### config.mk
export PLATFORM = sky130hd
export DESIGN_NAME = ccip_tx_flow_scheduler
export DESIGN_NICKNAME = d
export VERILOG_FILES = /design/src/rtl/nic_defs.sv /design/src/rtl/rr_priority_arbiter.sv /design/src/rtl/ccip_tx_flow_scheduler.sv
export SDC_FILE = /design/constraint.sdc
export NUM_CORES = 1
export LEC_CHECK = 0
export ABC_AREA = 1
export BUFFER_PORTS_ARGS = -buffer_cell sky130_fd_sc_hd__buf_4
export CAP_MARGIN = 20
export CORE_UTILIZATION = 50
export DETAILED_ROUTE_END_ITERATION = 12
export PLACE_DENSITY = 0.79
export SYNTH_ARGS = -nofsm -noshare
export SYNTH_HDL_FRONTEND = slang
export SYNTH_SLANG_ARGS = --single-unit
### constraint.sdc
create_clock -name clk -period 4.3 [get_ports clk]
set_input_delay 0.43 -clock clk [delete_from_list [all_inputs] [get_ports clk]]
set_output_delay 0.43 -clock clk [all_outputs]
set_load 0.03 [all_outputs]
### src/rtl/nic_defs.sv
// ----------------------------------------------------------------------------
// nic_defs
//   Shared definitions for the NIC transmit path. It holds:
//     - the transmit scheduler state encoding,
//     - the CCI-P batch width constant,
//     - batch-size decode helpers. The transmitter also uses these helpers,
//       so the scheduler and the pop sequencer always agree on batch length.
//   No ports (package).
// ----------------------------------------------------------------------------
package nic_defs;

    // log2 of the largest CCI-P write batch (4 cache lines).
    localparam int LMAX_CCIP_BATCH = 2;

    // CCI-P cache-line length encoding (1, 2 or 4 lines).
    typedef logic [1:0] t_ccip_clLen;
    localparam t_ccip_clLen CCIP_CL_LEN_1 = 2'b00;
    localparam t_ccip_clLen CCIP_CL_LEN_2 = 2'b01;
    localparam t_ccip_clLen CCIP_CL_LEN_4 = 2'b11;

    typedef enum logic [1:0] {
        SCAN      = 2'd0,
        GRANT     = 2'd1,
        WAIT_DONE = 2'd2
    } TxSchedState;

    // log2 batch size -> number of entries. Encodings above 4 clamp to 4.
    function automatic logic [LMAX_CCIP_BATCH:0] batch_count(
        input logic [LMAX_CCIP_BATCH-1:0] lsize
    );
        logic [LMAX_CCIP_BATCH:0] cnt;
        case (lsize)
            2'd0:    cnt = 3'd1;
            2'd1:    cnt = 3'd2;
            2'd2:    cnt = 3'd4;
            default: cnt = 3'd4;
        endcase
        return cnt;
    endfunction

    // log2 batch size -> CCI-P cl_len field, clamped the same way.
    function automatic t_ccip_clLen batch_cl_len(
        input logic [LMAX_CCIP_BATCH-1:0] lsize
    );
        t_ccip_clLen len;
        case (lsize)
            2'd0:    len = CCIP_CL_LEN_1;
            2'd1:    len = CCIP_CL_LEN_2;
            2'd2:    len = CCIP_CL_LEN_4;
            default: len = CCIP_CL_LEN_4;
        endcase
        return len;
    endfunction

endpackage

### src/rtl/rr_priority_arbiter.sv
// ----------------------------------------------------------------------------
// rr_priority_arbiter
//   Combinational round-robin pick over a request vector. Only indices
//   0..last_idx take part. The search starts at rr_ptr and wraps.
//   Ports:
//     req      in   2**ID_W  request per flow
//     rr_ptr   in   ID_W     index with highest priority this cycle
//     last_idx in   ID_W     highest active index (inclusive)
//     pick     out  ID_W     winning index (valid when any=1)
//     any      out  1        at least one active request
// ----------------------------------------------------------------------------
module rr_priority_arbiter #(
    parameter int ID_W = 1
) (
    input  logic [2**ID_W-1:0] req,
    input  logic [ID_W-1:0]    rr_ptr,
    input  logic [ID_W-1:0]    last_idx,
    output logic [ID_W-1:0]    pick,
    output logic               any
);

    localparam int N = 2**ID_W;

    logic [N-1:0]   req_m_s;
    logic [N-1:0]   below_s;
    logic [2*N-1:0] dbl_s;

    // Mask inactive flows, then build the double-width search vector.
    // The lower copy has no requests below rr_ptr, so the lowest set bit of
    // the whole vector is the first requester at or after rr_ptr. Bits above
    // last_idx are zero. A wrap modulo N is therefore the same order as a
    // wrap modulo last_idx+1.
    always_comb begin
        req_m_s = '0;
        below_s = '0;
        for (int i = 0; i < N; i++) begin
            req_m_s[i] = req[i] && (ID_W'(i) <= last_idx);
            below_s[i] = (ID_W'(i) < rr_ptr);
        end
        dbl_s = {req_m_s, req_m_s & ~below_s};
        any   = |req_m_s;
    end

    // Priority-encode the lowest set bit. The loop scans downward so the
    // last write wins. Truncating to ID_W folds the upper copy onto 0..N-1.
    always_comb begin
        pick = '0;
        for (int i = 2*N-1; i >= 0; i--) begin
            if (dbl_s[i]) begin
                pick = ID_W'(i);
            end else begin
                pick = pick;
            end
        end
    end

endmodule

### src/rtl/ccip_tx_flow_scheduler.sv
// ----------------------------------------------------------------------------
// ccip_tx_flow_scheduler
//   Chooses which tx flow FIFO the CCI-P transmitter pops next and how many
//   entries it pops. The choice is made in one cycle as a round-robin over
//   all active flows. Flows holding a full batch are preferred. A flow with
//   only a partial batch is flushed after FLUSH_TIMEOUT scan cycles without
//   a full batch. New grants are held off while CCI-P c1 is almost-full.
//   Ports:
//     clk, resetn          clock, synchronous active-low reset
//     start                enables new grants (an in-flight grant completes)
//     number_of_flows      index of the last active flow
//     l_tx_batch_size      log2 batch size (3 clamps to 4)
//     ff_fill_in           packed per-flow FIFO fill levels
//     sRx_c1TxAlmFull      CCI-P c1 almost-full
//     grant_valid/ready    grant handshake to the pop sequencer
//     grant_flow_id/len/flush  grant payload, stable while valid
//     batch_done           sequencer finished popping the accepted grant
//     busy                 scheduler is not scanning
//     stat_grants/flushes  wrapping counts of accepted grants / flushes
// ----------------------------------------------------------------------------
module ccip_tx_flow_scheduler
    import nic_defs::*;
#(
    parameter int LMAX_NUM_OF_FLOWS = 1,
    parameter int LFILL_WIDTH       = 4,
    parameter int FLUSH_TIMEOUT     = 256,
    parameter int LTIMEOUT          = 16
) (
    input  logic                                   clk,
    input  logic                                   resetn,
    input  logic                                   start,
    input  logic [LMAX_NUM_OF_FLOWS-1:0]           number_of_flows,
    input  logic [LMAX_CCIP_BATCH-1:0]             l_tx_batch_size,
    input  logic [(2**LMAX_NUM_OF_FLOWS)*LFILL_WIDTH-1:0] ff_fill_in,
    input  logic                                   sRx_c1TxAlmFull,
    output logic                                   grant_valid,
    input  logic                                   grant_ready,
    output logic [LMAX_NUM_OF_FLOWS-1:0]           grant_flow_id,
    output logic [LMAX_CCIP_BATCH:0]               grant_len,
    output logic                                   grant_flush,
    input  logic                                   batch_done,
    output logic                                   busy,
    output logic [31:0]                            stat_grants,
    output logic [31:0]                            stat_flushes
);

    localparam int MAX_FLOWS = 2**LMAX_NUM_OF_FLOWS;
    // The compare width holds both a fill level and the largest batch count.
    localparam int CMP_W = (LFILL_WIDTH > LMAX_CCIP_BATCH + 1) ? LFILL_WIDTH
                                                                : LMAX_CCIP_BATCH + 1;
    localparam bit FLUSH_EN = (FLUSH_TIMEOUT != 0);
    localparam logic [LTIMEOUT-1:0] FLUSH_LAST =
        FLUSH_EN ? LTIMEOUT'(FLUSH_TIMEOUT - 1) : {LTIMEOUT{1'b0}};

    logic [LMAX_CCIP_BATCH:0]         bsize_s;
    logic [LFILL_WIDTH-1:0]           fill_s [MAX_FLOWS];
    logic [MAX_FLOWS-1:0]             full_req_s;
    logic [MAX_FLOWS-1:0]             nonempty_req_s;
    logic [LMAX_NUM_OF_FLOWS-1:0]     full_pick_s;
    logic [LMAX_NUM_OF_FLOWS-1:0]     ne_pick_s;
    logic                             full_any_s;
    logic                             ne_any_s;
    logic [LMAX_NUM_OF_FLOWS-1:0]     next_ptr_s;
    logic                             flush_due_s;

    TxSchedState                      state_r;
    logic [LMAX_NUM_OF_FLOWS-1:0]     rr_ptr_r;
    logic [LTIMEOUT-1:0]              timeout_cnt_r;
    logic                             grant_valid_r;
    logic [LMAX_NUM_OF_FLOWS-1:0]     grant_flow_id_r;
    logic [LMAX_CCIP_BATCH:0]         grant_len_r;
    logic                             grant_flush_r;
    logic                             busy_r;
    logic [31:0]                      stat_grants_r;
    logic [31:0]                      stat_flushes_r;

    // Split the packed fill bus into one field per flow.
    for (genvar g = 0; g < MAX_FLOWS; g++) begin : g_fill
        assign fill_s[g] = ff_fill_in[g*LFILL_WIDTH +: LFILL_WIDTH];
    end

    // Batch size decode, shared with the transmitter through the package.
    always_comb begin
        bsize_s = batch_count(l_tx_batch_size);
    end

    // Per-flow eligibility. Flows above number_of_flows never request.
    always_comb begin
        full_req_s     = '0;
        nonempty_req_s = '0;
        for (int i = 0; i < MAX_FLOWS; i++) begin
            if (LMAX_NUM_OF_FLOWS'(i) <= number_of_flows) begin
                full_req_s[i]     = (CMP_W'(fill_s[i]) >= CMP_W'(bsize_s));
                nonempty_req_s[i] = (fill_s[i] != {LFILL_WIDTH{1'b0}});
            end else begin
                full_req_s[i]     = 1'b0;
                nonempty_req_s[i] = 1'b0;
            end
        end
    end

    rr_priority_arbiter #(
        .ID_W (LMAX_NUM_OF_FLOWS)
    ) u_full_arb (
        .req      (full_req_s),
        .rr_ptr   (rr_ptr_r),
        .last_idx (number_of_flows),
        .pick     (full_pick_s),
        .any      (full_any_s)
    );

    rr_priority_arbiter #(
        .ID_W (LMAX_NUM_OF_FLOWS)
    ) u_nonempty_arb (
        .req      (nonempty_req_s),
        .rr_ptr   (rr_ptr_r),
        .last_idx (number_of_flows),
        .pick     (ne_pick_s),
        .any      (ne_any_s)
    );

    // Round-robin pointer after the current grant. It wraps past the last
    // active flow, so a single-flow configuration keeps the pointer at 0.
    always_comb begin
        if (grant_flow_id_r >= number_of_flows) begin
            next_ptr_s = '0;
        end else begin
            next_ptr_s = grant_flow_id_r + LMAX_NUM_OF_FLOWS'(1);
        end
    end

    // The flush condition applies only when no full batch wins the same cycle.
    always_comb begin
        if (FLUSH_EN && (timeout_cnt_r == FLUSH_LAST)) begin
            flush_due_s = start && !sRx_c1TxAlmFull && ne_any_s;
        end else begin
            flush_due_s = 1'b0;
        end
    end

    // Scheduler FSM with registered grant, status and statistics outputs.
    always_ff @(posedge clk) begin
        if (!resetn) begin
            state_r         <= SCAN;
            rr_ptr_r        <= '0;
            timeout_cnt_r   <= '0;
            grant_valid_r   <= 1'b0;
            grant_flow_id_r <= '0;
            grant_len_r     <= '0;
            grant_flush_r   <= 1'b0;
            busy_r          <= 1'b0;
            stat_grants_r   <= 32'd0;
            stat_flushes_r  <= 32'd0;
        end else begin
            case (state_r)
                SCAN: begin
                    if (start && !sRx_c1TxAlmFull && full_any_s) begin
                        grant_valid_r   <= 1'b1;
                        grant_flow_id_r <= full_pick_s;
                        grant_len_r     <= bsize_s;
                        grant_flush_r   <= 1'b0;
                        timeout_cnt_r   <= '0;
                        busy_r          <= 1'b1;
                        state_r         <= GRANT;
                    end else if (flush_due_s) begin
                        grant_valid_r   <= 1'b1;
                        grant_flow_id_r <= ne_pick_s;
                        grant_len_r     <= {{LMAX_CCIP_BATCH{1'b0}}, 1'b1};
                        grant_flush_r   <= 1'b1;
                        timeout_cnt_r   <= '0;
                        busy_r          <= 1'b1;
                        state_r         <= GRANT;
                    end else if (ne_any_s && start) begin
                        // Saturate so a long stall cannot wrap back below the threshold.
                        if (timeout_cnt_r != {LTIMEOUT{1'b1}}) begin
                            timeout_cnt_r <= timeout_cnt_r + LTIMEOUT'(1);
                        end
                    end else begin
                        timeout_cnt_r <= '0;
                    end
                end
                GRANT: begin
                    // The payload stays frozen; almost-full and start were checked at issue.
                    if (grant_ready) begin
                        grant_valid_r <= 1'b0;
                        rr_ptr_r      <= next_ptr_s;
                        stat_grants_r <= stat_grants_r + 32'd1;
                        if (grant_flush_r) begin
                            stat_flushes_r <= stat_flushes_r + 32'd1;
                        end
                        state_r <= WAIT_DONE;
                    end
                end
                WAIT_DONE: begin
                    // Fill levels are stale while popping, so the arbiters are ignored here.
                    if (batch_done) begin
                        busy_r  <= 1'b0;
                        state_r <= SCAN;
                    end
                end
                default: begin
                    grant_valid_r <= 1'b0;
                    busy_r        <= 1'b0;
                    state_r       <= SCAN;
                end
            endcase
        end
    end

    assign grant_valid   = grant_valid_r;
    assign grant_flow_id = grant_flow_id_r;
    assign grant_len     = grant_len_r;
    assign grant_flush   = grant_flush_r;
    assign busy          = busy_r;
    assign stat_grants   = stat_grants_r;
    assign stat_flushes  = stat_flushes_r;

endmodule

# ---- Yosys cells after proc, flatten, opt, wreduce, memory -nomap -nowiden
# Index checks and enable logic that the tools add are counted.
dict set report totals {
  word_cells 93
  register_bits 90
  out_inout_bits 71
}
dict set report op_classes {
  reduce_logical 23
  n_lt_le_gt_ge 7
  n_eq_ne 9
  muxes 35
  n_bitwise 5
  addsub 4
}
# operator n
set op_table {}
lappend op_table {{$add A32 B1 Y32 const B} 2}
lappend op_table {{$mux W16} 4}
lappend op_table {{$mux W1} 21}
lappend op_table {{$add A16 B1 Y16 const B} 1}
lappend op_table {{$eq A16 B8 Y1 const B} 1}
lappend op_table {{$ne A16 B16 Y1 const B} 1}
lappend op_table {{$reduce_and A3 Y1} 4}
lappend op_table {{$ge A4 B3 Y1} 2}
lappend op_table {{$logic_and A1 B1 Y1} 8}
lappend op_table {{$mux W2} 4}
lappend op_table {{$reduce_bool A4 Y1} 2}
lappend op_table {{$mux W3} 2}
lappend op_table {{$pmux W1 S3} 2}
lappend op_table {{$pmux W2 S3} 1}
lappend op_table {{$pmux W3 S2} 1}
lappend op_table {{$reduce_and A2 Y1} 3}
lappend op_table {{$and A2 B2 Y2} 2}
lappend op_table {{$eq A2 B1 Y1 const B} 2}
lappend op_table {{$logic_not A2 Y1} 2}
lappend op_table {{$ne A2 B2 Y1 const B} 2}
lappend op_table {{$ne A4 B3 Y1 const B} 1}
lappend op_table {{$reduce_or A2 Y1} 2}
lappend op_table {{$ne A3 B3 Y1 const B} 1}
lappend op_table {{$eq A2 B2 Y1 const B} 1}
lappend op_table {{other kinds (8)} 11}

# ---- Depth between registers and ports, before layout
dict set report logic_depth {
  ltp_word 10
  ltp_mapped 15
  depth_no_buf 14
}

# ---- By module
# Synthesis repeated with hierarchy kept, for this count alone.
dict set report hier_totals {
  cells_unflattened 881
  area_unflattened_um2 5395.2
}
# mod instances area_each_um2 seq_area_each_um2 cells_per_inst
set by_module_without_submodules {}
lappend by_module_without_submodules {ccip_tx_flow_scheduler 1 5347.6 1801.7 871}
lappend by_module_without_submodules {rr_priority_arbiter 2 23.8 0.0 5}

# ---- Worst setup path before layout
# Ideal clock, no wire load.
dict set report synth_timing {
  kind {input -> register}
  start {input port l_tx_batch_size[1]}
  end {register grant_len_r[0], in the netlist grant_len[0]}
  setup_ns 0.117
  path_slack_ns 2.361
  cell_stages 13
  required_ns 4.183
  t_arrival_ns 1.822
  cell_sequence {inv_1 nand2_1 ha_1 nand2_1 nand2_1 nand2_1 nand3_1 nand2_1 nand2_2 o21ai_1 inv_1 nor2_1 nor2_1}
}
dict set report synth_via {
  elab_chain_cells 9
}
# element line_no
set synth_rtl {}
lappend synth_rtl {{from (decl)} ccip_tx_flow_scheduler.sv:33} ;# input logic [LMAX_CCIP_BATCH-1:0] l_tx_batch_size,
lappend synth_rtl {{$eq A2 B1 Y1 or $logic_not A2 Y1 (tied branches)} nic_defs.sv:32} ;# case (lsize)
lappend synth_rtl {{$pmux W3 S2 *} nic_defs.sv:32}
lappend synth_rtl {{$ge A4 B3 Y1} ccip_tx_flow_scheduler.sv:93} ;# full_req_s[i] = (CMP_W'(fill_s[i]) >= CMP_W'(bsize_s));
lappend synth_rtl {{$mux W1} ccip_tx_flow_scheduler.sv:92} ;# if (LMAX_NUM_OF_FLOWS'(i) <= number_of_flows) begin
lappend synth_rtl {{$logic_and A1 B1 Y1} rr_priority_arbiter.sv:37} ;# req_m_s[i] = req[i] && (ID_W'(i) <= last_idx);
lappend synth_rtl {{$reduce_or A2 Y1} rr_priority_arbiter.sv:41} ;# any = |req_m_s;
lappend synth_rtl {{$logic_and A1 B1 Y1} ccip_tx_flow_scheduler.sv:157} ;# if (start && !sRx_c1TxAlmFull && full_any_s) begin
lappend synth_rtl {{$reduce_bool A2 Y1 (no line)} --}
lappend synth_rtl {{$reduce_and A2 Y1 (no line)} --}
lappend synth_rtl {{to (signal assigned)} ccip_tx_flow_scheduler.sv:160} ;# grant_len_r <= bsize_s;
lappend synth_rtl {{to (signal assigned)} ccip_tx_flow_scheduler.sv:168} ;# grant_len_r <= {{LMAX_CCIP_BATCH{1'b0}}, 1'b1};
lappend synth_rtl {{to (decl)} ccip_tx_flow_scheduler.sv:71} ;# logic [LMAX_CCIP_BATCH:0] grant_len_r;
# Every way passes the cells marked *; elsewhere a longest branch is shown, timed or not.
# A chain may end at the register's enable or synchronous reset.

# ---- Final worst setup path
dict set report layout_timing {
  start {input port l_tx_batch_size[1]}
  end {register grant_flush_r, in the netlist grant_flush}
}
dict set report layout_via {
  elab_chain_cells 9
}
# element line_no
set layout_rtl {}
lappend layout_rtl {{$eq A2 B1 Y1 or $logic_not A2 Y1 (tied branches)} nic_defs.sv:32}
lappend layout_rtl {{$pmux W3 S2 *} nic_defs.sv:32}
lappend layout_rtl {{$ge A4 B3 Y1} ccip_tx_flow_scheduler.sv:93}
lappend layout_rtl {{$mux W1} ccip_tx_flow_scheduler.sv:92}
lappend layout_rtl {{$logic_and A1 B1 Y1} rr_priority_arbiter.sv:37}
lappend layout_rtl {{$reduce_or A2 Y1 *} rr_priority_arbiter.sv:41}
lappend layout_rtl {{$logic_and A1 B1 Y1 *} ccip_tx_flow_scheduler.sv:157}
lappend layout_rtl {{$reduce_bool A2 Y1 (no line)} --}
lappend layout_rtl {{$reduce_and A2 Y1 (no line)} --}
lappend layout_rtl {{to (signal assigned)} ccip_tx_flow_scheduler.sv:150} ;# grant_flush_r <= 1'b0;
lappend layout_rtl {{to (signal assigned)} ccip_tx_flow_scheduler.sv:161} ;# grant_flush_r <= 1'b0;
lappend layout_rtl {{to (signal assigned)} ccip_tx_flow_scheduler.sv:169} ;# grant_flush_r <= 1'b1;
lappend layout_rtl {{to (decl)} ccip_tx_flow_scheduler.sv:72} ;# logic grant_flush_r;
# Marks and branches as above.

==> out/results.txt <==
Count of different cell masters after synthesis: 38. Dominant combinational cell family by area after synthesis: simple AND/OR/NAND/NOR gates. The run gives 1.60 mW as the total power of the final layout. The slew at the pin with the worst max-slew slack was 1.02 ns. STA classifies the critical path startpoint as an input port. The die boundary height came out at 107 µm.

In this run, post-CTS repair resized a total of 0 instances. The placer's final routability congestion estimate was 0.908; the clock tree buffer depth was 2. The number of buffers and inverters on the critical path is 3.

The critical path endpoint category is a register. In the post-synthesis netlist, the biggest area contributors are sky130_fd_sc_hd__dfxtp_1, sky130_fd_sc_hd__nand2_1, sky130_fd_sc_hd__nor2_1, sky130_fd_sc_hd__inv_1, sky130_fd_sc_hd__a21oi_1. Sequential cells were found to cover 32.4% of the synthesized design area. For this run, the top clock speed supported by timing is 0.446 GHz. 0 antenna diodes ended up in the layout. 88 I/O pins were placed. Across the run, the number of max-cap violations was 0. In this run the core area contains 38 standard-cell rows. The run gives 0 as the count of final max-slew check failures.

The portion of synthesized area spent on multiplexers is 0%. For the detailed-routing iteration count for the pre-antenna-repair pass, the log shows 5. The die covers 11500 µm². For the number of vias after detailed routing, the log shows 5866. In the layout the commonest cells are sky130_fd_sc_hd__nand2_1, sky130_fd_sc_hd__nor2_1, sky130_fd_sc_hd__inv_1, sky130_fd_sc_hd__dfxtp_1, sky130_fd_sc_hd__buf_4. The wire length after detailed routing came out at 14.3 mm. Summing all multi-input logic gate instances after layout gives 3280 µm². The flip-flop and latch count after synthesis works out to 90. The flow ran to the end, and the final reports show no timing, DRC or antenna violations. The logs give 5177 for the number of global-route vias before repair and 10800 µm² for the placeable core area.

In the final routed layout, each cell accounts on average for 12.9 µm. The horizontal extent of the die was 107 µm; the power density relative to cell area was 246 nW/µm². At the worst endpoint, the required time is 4.52 ns. Dividing the final minimum period by the clock period gives 52.2%.

For the worst-skew pair, the clock arrives at the later sink with an insertion delay of 0.37 ns. After clock tree synthesis, the clock-pin slew on the worst setup and hold paths is 0.09 ns. For the area of the mapped netlist, the log shows 5560 µm².

Summed over all layers, the global routing overflow is 0. The run gives 306 as the DRC marker count from the first detailed-route iteration. IR analysis of the VDD net gives a maximum drop of 211 µV. The most common cell after layout, fill and taps aside is sky130_fd_sc_hd__nand2_1.

Port buffering added 87 buffers. The signal on the critical path passes through buf_4 -> inv_1 -> nand2_1 -> ha_1 -> nand2_1 -> nand2_1 -> nand2_1 -> nand3_1 -> nand2_1 -> nand2_2 -> o21ai_1 -> inv_1 -> nand2_1 -> a21oi_1. In the routed design, unresolved DRC markers number 0. For the global-route wire length before repair, the log shows 24.0 mm. The worst stage delay on the critical path came out at 0.54 ns. Summing the areas of all xor and xnor instances in the mapped netlist gives 2.84% of the synthesized area.

The run gives 31.7% as the worst relative slew slack. The cell type with the highest aggregate area in the netlist was sky130_fd_sc_hd__dfxtp_1. The area growth from synthesis to layout is 16.9%.

The count of buffers added by post-CTS timing repair for setup came out at 0. The run gives 90 as the number of sinks driven by the clock tree. Sequential standard cell area: 1800 µm².

The global routing usage summed across all routing layers is 25.9%, and the per-cell via count in the routed design is 5.28. The total of fill cells in the finished design was 1094. After layout, the minimum clock period comes to 2.24 ns. Setup violations remaining at the end of the flow were counted as 0. The synthesized area per cell came out at 6.27 µm². Cells with a size suffix above 1 make up 14.9% of the layout.

H-tree depth: 3. The class of the tightest hold or removal check was in -> reg. The adder and majority gate portion of the synthesized area was 2.03%. Data arrives at the worst endpoint at 2.46 ns. The final number of hold-violating endpoints is 0, and the post-layout net count is 992.

Setup repair after global routing left no endpoint under its margin. Entering global routing, the biggest net connects 57 pins. The setup check on the worst reg-to-reg path leaves a slack of 2.11 ns.

Post-route antenna net violation count: 0. Setup total negative slack: 0 ns. The number of clock buffers inserted by TritonCTS is 9. Yosys printed 0 warnings. The synthesized netlist net count came out at 913.

In this run the clock root is driven by a sky130_fd_sc_hd__clkbuf_8. For the setup skew after layout, the log shows 0.0111 ns. Among cell families on the critical path, the largest total delay comes from simple AND/OR/NAND/NOR gates. The initial utilization of the core area, before any placement, comes to 51.3%. Summing the areas of all compound-gate instances in the mapped netlist gives 10.5% of the synthesized area. TritonCTS built the clock tree. The critical path is of the in -> reg type.

The synthesized netlist devotes 43.6% of its cell area to simple gates. In this run the static leakage power is 2.59 nW. The gate count of the mapped netlist was 887; the number of buffers inserted by hold repair at cts was 0. The area share of the largest cell type after synthesis is 32.4%, and the largest driver fanout on the critical path is 18. The initial antenna violation count is 0.

The total half-perimeter wirelength after legalization and detailed placement was 10.6 mm. The most repeated library cell on the critical path is sky130_fd_sc_hd__nand2_1. The largest individual stage delay along the critical path comes from the cell sky130_fd_sc_hd__o21ai_1.
## state kept, by name, summed over array words and instances, names as in the netlist, 2 cells and up
| name | count |
|---|---|
| state_r | 2 |
| timeout_cnt_r | 16 |
| stat_grants | 32 |
| stat_flushes | 32 |
| grant_len | 3 |
## synthesized netlist by cell type
cell	count
sky130_fd_sc_hd__and3_1	2
sky130_fd_sc_hd__a31oi_1	1
sky130_fd_sc_hd__buf_6	3
sky130_fd_sc_hd__nand3b_1	9
sky130_fd_sc_hd__nor3b_2	3
sky130_fd_sc_hd__nand2_4	1
sky130_fd_sc_hd__nor3_2	4
sky130_fd_sc_hd__nand2_1	247
sky130_fd_sc_hd__o21ai_0	29
sky130_fd_sc_hd__clkinv_1	2
sky130_fd_sc_hd__nor3_1	32
sky130_fd_sc_hd__o21ai_1	3
sky130_fd_sc_hd__dfxtp_1	90
sky130_fd_sc_hd__xnor2_1	7
sky130_fd_sc_hd__o21bai_1	4
sky130_fd_sc_hd__nand4_2	1
sky130_fd_sc_hd__nor4_1	1
sky130_fd_sc_hd__nor2_2	13
sky130_fd_sc_hd__nand2_2	7
sky130_fd_sc_hd__or2_2	1
sky130_fd_sc_hd__nand4_1	24
sky130_fd_sc_hd__ha_1	9
sky130_fd_sc_hd__buf_1	2
sky130_fd_sc_hd__and2_1	1
sky130_fd_sc_hd__inv_2	2
sky130_fd_sc_hd__clkbuf_1	14
sky130_fd_sc_hd__o21a_1	4
sky130_fd_sc_hd__inv_1	97
sky130_fd_sc_hd__nor3b_1	3
sky130_fd_sc_hd__a221oi_1	1
sky130_fd_sc_hd__nor2_4	6
sky130_fd_sc_hd__nand3_1	60
sky130_fd_sc_hd__a21oi_1	70
sky130_fd_sc_hd__nand3b_2	1
sky130_fd_sc_hd__xor2_1	11
sky130_fd_sc_hd__nand3_2	1
sky130_fd_sc_hd__nor2_1	120
sky130_fd_sc_hd__buf_2	1
## logic make-up after synthesis
kind of cell | Yosys count
simple gates | 537
buf+inv | 121
fa+ha+maj | 9
xor+xnor | 18
compound gates | 112
flops | 90
## final timing paths
check,from,endpoint,depth (start not counted)
setup / recovery,l_tx_batch_size[1],grant_flush,14
hold / removal,batch_done,state_r[1],3
setup reg to reg,timeout_cnt_r[0],timeout_cnt_r[10],10
hold reg to reg,grant_len[1],grant_len[1],2
## power breakdown
part | internal [mW] | total (mW) | switching [mW]
clock network | 0.286 | 0.598 | 0.313
logic | 0.0487 | 0.147 | 0.0978
registers | 0.844 | 0.857 | 0.0121
total | 1.18 | 1.60 | 0.422
## worst min-delay path, stage by stage
cell and delay (ns):
sky130_fd_sc_hd__buf_4 0.09, sky130_fd_sc_hd__nand3b_1 0.12, sky130_fd_sc_hd__a21oi_1 0.07
## metrics by stage
stage | cells | hold slack (ns) | cell area [µm²] | setup slack, ns | util (%)
finish | 1111 | 0.386 | 6500 | 2.06 | 60.0
global route | 1111 | 0.379 | 6500 | 1.82 | 60.0
CTS | 1111 | 0.377 | 6500 | 2.11 | 60.0
detailed placement | 1095 | 0.457 | 6300 | 1.71 | 58.1
global placement | 1095 | 0.451 | 6300 | 1.83 | 58.1
floorplan | 887 | 0.444 | 5560 | 2.36 | -
## final cells by class
cell class	instances	area share, %
Timing Repair Buffer	88	10.2
Clock inverter	6	1.02
Inverter	101	5.83
Sequential cell	90	27.7
Multi-Input combinational cell	676	50.5
Clock buffer	10	2.12
Tap cell	140	2.69
## layer usage
metal / share of wire [%] / routed length (µm) / vias up / GRT usage, %
met3: 5.8 / 834 / 27 / 5.27
li1: - / - / 3022 / -
met1: 46 / 6580 / 2657 / 33.8
met5: 0 / 0 / - / 0
met4: 2.1 / 302 / 0 / 8.90
met2: 46 / 6600 / 160 / 42.4
Power figures use the tool's default switching activity.
